File: src/rtl/mem_port_arbiter.sv
// Two-requester RAM port sequencer: IF word fetches and DM byte..doubleword accesses.
// Doublewords are split into two word beats; each beat waits for MOC or times out.
module mem_port_arbiter #(
    parameter int TIMEOUT = 64,
    parameter int CNT_W   = 7
) (
    input  logic        Clk,
    input  logic        Reset_n,
    input  logic        IfReq,
    input  logic [31:0] IfAddr,
    output logic        IfAck,
    output logic [31:0] IfRData,
    output logic        IfErr,
    input  logic        DmReq,
    input  logic        DmRead,
    input  logic [1:0]  DmType,
    input  logic [31:0] DmAddr,
    input  logic [63:0] DmWData,
    output logic        DmAck,
    output logic [63:0] DmRData,
    output logic        DmErr,
    output logic        Busy,
    output logic        MemEnable,
    output logic        MemReadWrite,
    output logic [31:0] MemAddress,
    output logic [31:0] MemDataIn,
    output logic [1:0]  MemDataType,
    input  logic [31:0] MemDataOut,
    input  logic        MemMOC
);

    typedef enum logic [1:0] {
        S_IDLE,
        S_ACCESS,
        S_RELEASE,
        S_DONE
    } state_t;

    localparam logic [CNT_W-1:0] LP_CNT_MAX = CNT_W'(TIMEOUT - 1);

    state_t           r_state;
    state_t           w_next;
    logic             r_owner_dm;
    logic             r_last_dm;
    logic             r_rw;
    logic             r_beat;
    logic             r_err;
    logic [1:0]       r_type;
    logic [31:0]      r_addr;
    logic [63:0]      r_wdata;
    logic [63:0]      r_rdata;
    logic [CNT_W-1:0] r_cnt;

    logic w_req_any;
    logic w_grant_dm;
    logic w_dw;
    logic w_moc;
    logic w_tmo;
    logic w_more;

    assign w_req_any  = IfReq | DmReq;
    assign w_grant_dm = DmReq & (~IfReq | ~r_last_dm);
    assign w_dw       = r_owner_dm & (r_type == 2'b11);
    // MOC is not trusted in the first ACCESS cycle (counter still zero)
    assign w_moc      = (r_cnt != '0) & MemMOC;
    assign w_tmo      = (r_cnt == LP_CNT_MAX);
    assign w_more     = w_dw & ~r_beat;

    always_comb begin
        w_next = r_state;
        unique case (r_state)
            S_IDLE:    if (w_req_any) w_next = S_ACCESS;
            S_ACCESS: begin
                if (w_moc)      w_next = S_RELEASE;
                else if (w_tmo) w_next = S_DONE;
            end
            S_RELEASE: w_next = w_more ? S_ACCESS : S_DONE;
            S_DONE:    w_next = S_IDLE;
            default:   w_next = S_IDLE;
        endcase
    end

    always_ff @(posedge Clk or negedge Reset_n) begin
        if (!Reset_n) begin
            r_state    <= S_IDLE;
            r_owner_dm <= 1'b0;
            r_last_dm  <= 1'b0;
            r_rw       <= 1'b0;
            r_beat     <= 1'b0;
            r_err      <= 1'b0;
            r_type     <= 2'b00;
            r_addr     <= '0;
            r_wdata    <= '0;
            r_rdata    <= '0;
            r_cnt      <= '0;
        end else begin
            r_state <= w_next;
            unique case (r_state)
                S_IDLE: begin
                    if (w_req_any) begin
                        r_owner_dm <= w_grant_dm;
                        r_last_dm  <= w_grant_dm;
                        r_addr     <= w_grant_dm ? DmAddr : IfAddr;
                        r_type     <= w_grant_dm ? DmType : 2'b10;
                        r_rw       <= w_grant_dm ? DmRead : 1'b1;
                        r_wdata    <= w_grant_dm ? DmWData : '0;
                        r_beat     <= 1'b0;
                        r_cnt      <= '0;
                        r_err      <= 1'b0;
                        r_rdata    <= '0;
                    end
                end
                S_ACCESS: begin
                    r_cnt <= r_cnt + CNT_W'(1);
                    if (w_moc) begin
                        if (r_rw && w_more) r_rdata[63:32] <= MemDataOut;
                        else if (r_rw)      r_rdata[31:0]  <= MemDataOut;
                    end else if (w_tmo) begin
                        r_err <= 1'b1;
                    end
                end
                S_RELEASE: begin
                    if (w_more) begin
                        r_beat <= 1'b1;
                        r_cnt  <= '0;
                    end
                end
                default: ;
            endcase
        end
    end

    assign Busy         = (r_state != S_IDLE);
    assign MemEnable    = (r_state == S_ACCESS);
    assign MemReadWrite = r_rw;
    assign MemAddress   = r_addr + {29'd0, r_beat, 2'b00};
    assign MemDataType  = w_dw ? 2'b10 : r_type;
    assign MemDataIn    = (w_dw & ~r_beat) ? r_wdata[63:32] : r_wdata[31:0];

    assign IfAck   = (r_state == S_DONE) & ~r_owner_dm;
    assign IfRData = IfAck ? r_rdata[31:0] : '0;
    assign IfErr   = IfAck & r_err;
    assign DmAck   = (r_state == S_DONE) & r_owner_dm;
    assign DmRData = DmAck ? r_rdata : '0;
    assign DmErr   = DmAck & r_err;

endmodule

File: config.mk
export PLATFORM = sky130hd
export DESIGN_NAME = mem_port_arbiter
export DESIGN_NICKNAME = d
export VERILOG_FILES = /design/src/rtl/mem_port_arbiter.sv
export SDC_FILE = /design/constraint.sdc
export NUM_CORES = 1
export LEC_CHECK = 0
export CORE_ASPECT_RATIO = 0.5
export CORE_MARGIN = 2
export CORE_UTILIZATION = 47
export CTS_CLUSTER_DIAMETER = 120
export DETAILED_ROUTE_END_ITERATION = 7
export PLACE_DENSITY = 0.86
export SYNTH_ARGS = -nofsm -noshare
export SYNTH_HDL_FRONTEND = slang
export SYNTH_SLANG_ARGS = --single-unit
File: constraint.sdc
create_clock -name Clk -period 2.55 [get_ports Clk]
set_clock_uncertainty 0.1 [all_clocks]
set_input_delay 0.255 -clock Clk [delete_from_list [all_inputs] [get_ports Clk]]
set_output_delay 0.255 -clock Clk [all_outputs]
set_load 0.02 [all_outputs]
==> flow_summary.json <==
{
  "drt-wirelength-per-cell_um": 18.4,
  "leakagePower_nw": 6.46,
  "synth-seq-area-share_pct": 51.5,
  "die_y_um": 99.1,
  "critical_path_arrival_ns": 2.13,
  "cts-root-to-sink-buffers": 2,
  "ys_ff_latch": 175,
  "final-max-slew-violation-count": 0,
  "synth_fp_nets": 983,
  "cts.clk_slew.worst_paths_ns": 0.07,
  "totalWireLength_um": 25500,
  "syn2layout_area_growth_pct": 51.2,
  "outcome": "finished clean",
  "portBuffers": 336,
  "crit_path_start_kind": "flop",
  "drt_pre_antenna_iters": 5,
  "power.density_cell_area_mw_per_mm2": 975,
  "grt_first_pass_wirelength_um": 39800,
  "grtUsageTotal_pct": 26.0,
  "overall_die_area_mm2": 0.0192,
  "maxCapViolations": 0,
  "synth_simple_gate_area_share_pct": 19.4,
  "cpLargestDelayFamily": "buffers and inverters",
  "finalHoldViolations": 0,
  "design.core.area_mm2": 0.0175,
  "fmax_mhz": 402,
  "initial_core_util_pct": 48.5,
  "main_combinational_cell_family_by_area_after_synthesis": "simple AND/OR/NAND/NOR gates",
  "ys.warnings.count": 0,
  "finalCritPeriodShare_pct": 97.6,
  "setup.worst_path.class": "reg -> out",
  "clock_latency_ns": 0.41,
  "vias_per_cell": 5.43,
  "dpl_cell_area_mm2": 0.0121,
  "setup_viol": 0,
  "clock-sinks": 175,
  "final_design_area_no_fill_mm2": 0.0128,
  "hold_path.class": "in -> async",
  "synthXorXnorAreaFrac_pct": 2.99,
  "place.gp.congestion": 0.864,
  "timing.critical_path.cells": "and3_4 -> clkbuf_16 -> and2_1 -> clkdlybuf4s50_1",
  "cts_inserted_buffers": 17,
  "least_margin_pin_slew_ns": 0.813,
  "floorplan.io_pins": 337,
  "post_synth_inst_count": 811,
  "insertedDiodeCount": 0,
  "hpwlAfterDp_um": 18100,
  "clock_tree.htree_level_count": 4,
  "remaining_drc_errors": 0,
  "final_layout_size_suffix_gt1_share_pct": 10.0,
  "postSynthAreaPerCell_um2": 10.5,
  "synthAdderAreaFrac_pct": 0.589,
  "ant_nets": 0,
  "crit_path_end_kind": "primary output",
  "grt_overflow_total": 0,
  "worstPathBufferInverterCount": 2,
  "critPathMaxStageDelay_ns": 0.61,
  "yosys_most_used_dff": "dfrtp_1",
  "critical_path_required_ns": 2.19,
  "critPathSlowestCell": "clkdlybuf4s50_1",
  "synth-edff-count": 0,
  "cts.root.buffer_cell": "clkbuf_16",
  "synth.area.mux_share_pct": 3.77,
  "nets": 1306,
  "number_of_global_route_vias_before_repair": 7443,
  "routed-via-count": 7503,
  "vdd_drop_max_mv": 0.643,
  "final_period_minus_worst_setup_slack_ns": 2.49,
  "rsz0062_at_grt": "true",
  "async_flop_share_pct": 100,
  "timing.slew.headroom_pct": 45.6,
  "synth-compound-area-share_pct": 17.5,
  "dpl_worst_slack_ns": 0.0556,
  "cts_tree": "built",
  "fin_ws_ns": 0.0603,
  "grt_max_degree": 77,
  "syn-cell-area_mm2": 0.00850,
  "crit_path_max_fanout": 33,
  "synthDistinctLibCells": 47,
  "antenna_found_initial": 0,
  "core.rowCount": 34,
  "fp.dieW_um": 194,
  "drtIter0Drc": 426
}
placed cells by master (no fill, tap or decap), types with 5 or more instances in the layout:
master,Yosys,layout
buf_12,0,9
nand2_1,149,149
clkbuf_2,0,19
dlygate4sd2_1,0,20
nand4_1,9,9
clkdlybuf4s50_1,0,253
nand3_1,14,12
and3_1,7,5
inv_1,6,6
xnor2_1,21,21
o21ai_1,32,31
dfrtp_2,0,6
mux2i_1,32,32
xor2_1,8,8
o21ai_0,8,8
clkbuf_16,0,18
nor2_1,12,10
and2_1,100,98
a22o_1,129,129
buf_4,9,19
dlymetal6s2s_1,0,42
dfrtp_1,175,169
state kept, by name (all words and copies together), names as in the netlist:
register      count
r_last_dm         1
r_beat            1
r_rdata          64
MemReadWrite      1
r_addr           32
r_err             1
r_state           2
r_cnt             7
r_type            2
r_wdata          64
through the flow:
stage | cells | hold WS (ns) | setup TNS, ns | util [%] | total power, W
after global placement | 1341 | 0.201 | 0 | 69.2 | 0.00987
after CTS | 1375 | 0.310 | -0.0105 | 72.5 | 0.0126
final | 1381 | 0.327 | 0 | 73.3 | 0.0125
after detailed placement | 1341 | 0.216 | 0 | 69.2 | 0.0101
after global routing | 1381 | 0.310 | -0.130 | 73.3 | 0.0133
after floorplan | 811 | -0.141 | 0 | - | 0.00777
power breakdown:
| part | switching [W] | internal (W) | leakage, nW |
|---|---|---|---|
| combinational | 0.00294 | 0.00240 | 3.90 |
| clock | 0.00112 | 0.00148 | 0.273 |
| sequential | 0.000846 | 0.00375 | 2.29 |
| total | 0.00490 | 0.00763 | 6.46 |
worst register-to-register path, cell delays in order, from the launching register on:
cell and delay [ns]:
dfrtp_1 0.40, inv_1 0.10, ha_1 0.16, nor4b_4 0.36, a211oi_4 0.13, nor2_4 0.64
a22o_1 0.26
layout make-up:
cell class	count	area [µm²]
repair buffers	366	3710
clock buffers	20	447
clock inverters	12	135
well taps	234	293
inverters	7	26.3
flip-flops and latches	175	4390
fillers	1230	4680
multi-input cells	567	3850
cell usage after synthesis, drive strengths merged, types with 2 or more instances:
master | count | area (µm²)
nand3 | 14 | 70.1
nand4 | 11 | 90.1
buf | 38 | 238
xor2 | 8 | 70.1
xnor2 | 21 | 184
dfrtp | 175 | 4380
a211oi | 2 | 40.0
nand4b | 2 | 38.8
nand2b | 2 | 12.5
nor4 | 3 | 33.8
nor2 | 14 | 62.6
and3 | 7 | 43.8
clkbuf | 24 | 90.1
ha | 4 | 50.1
a21oi | 3 | 15.0
inv | 7 | 26.3
and2 | 100 | 626
and4 | 2 | 20.0
nor3 | 7 | 50.1
nand2 | 149 | 559
o21ai | 40 | 200
o22a | 3 | 26.3
o22ai | 3 | 18.8
a21boi | 3 | 22.5
a22o | 129 | 1130
mux2i | 32 | 320
logic make-up (layout without fill, tap and decap cells):
kind of cell | Yosys count | after routing
AOI/OAI and AO/OA | 188 | 188
buffers and inverters | 69 | 405
and+or+nand+nor | 314 | 314
muxes | 32 | 32
DFF | 175 | 175
adders and majority gates | 4 | 4
xor gates and xnor gates | 29 | 29
worst paths after layout:
path	start	end	slack [ns]	cells past startpoint
max in group asynchronous	Reset_n	r_addr[18]	1.26	3
worst min-delay path	Reset_n	r_wdata[26]	0.33	2
worst max-delay path	r_last_dm	DmRData[38]	0.06	4
worst max register to register	r_cnt[0]	r_rdata[29]	0.32	6
worst min register to register	r_rdata[49]	r_rdata[49]	0.39	1
min in group Clk	DmRead	MemReadWrite	0.33	2
layer usage:
metal	GRT usage (%)	share of wire (%)	wire length [µm]
met1	33.8	43	10900
met2	44.0	49	12500
met3	5.43	5.5	1390
met4	8.68	2.8	719
met5	0	0	0
repair_timing:
item                                   in CTS  in global routing
hold buffers                                1                  0
setup endpoints to repair                 153                107
gates resized for setup                    53                 91
pin swaps                                   1                  3
buffers inserted                            1                  5
cloned                                      0                  1
endpoints found under the hold margin      68                  0
No activity file was read; power rests on OpenSTA's default activity.
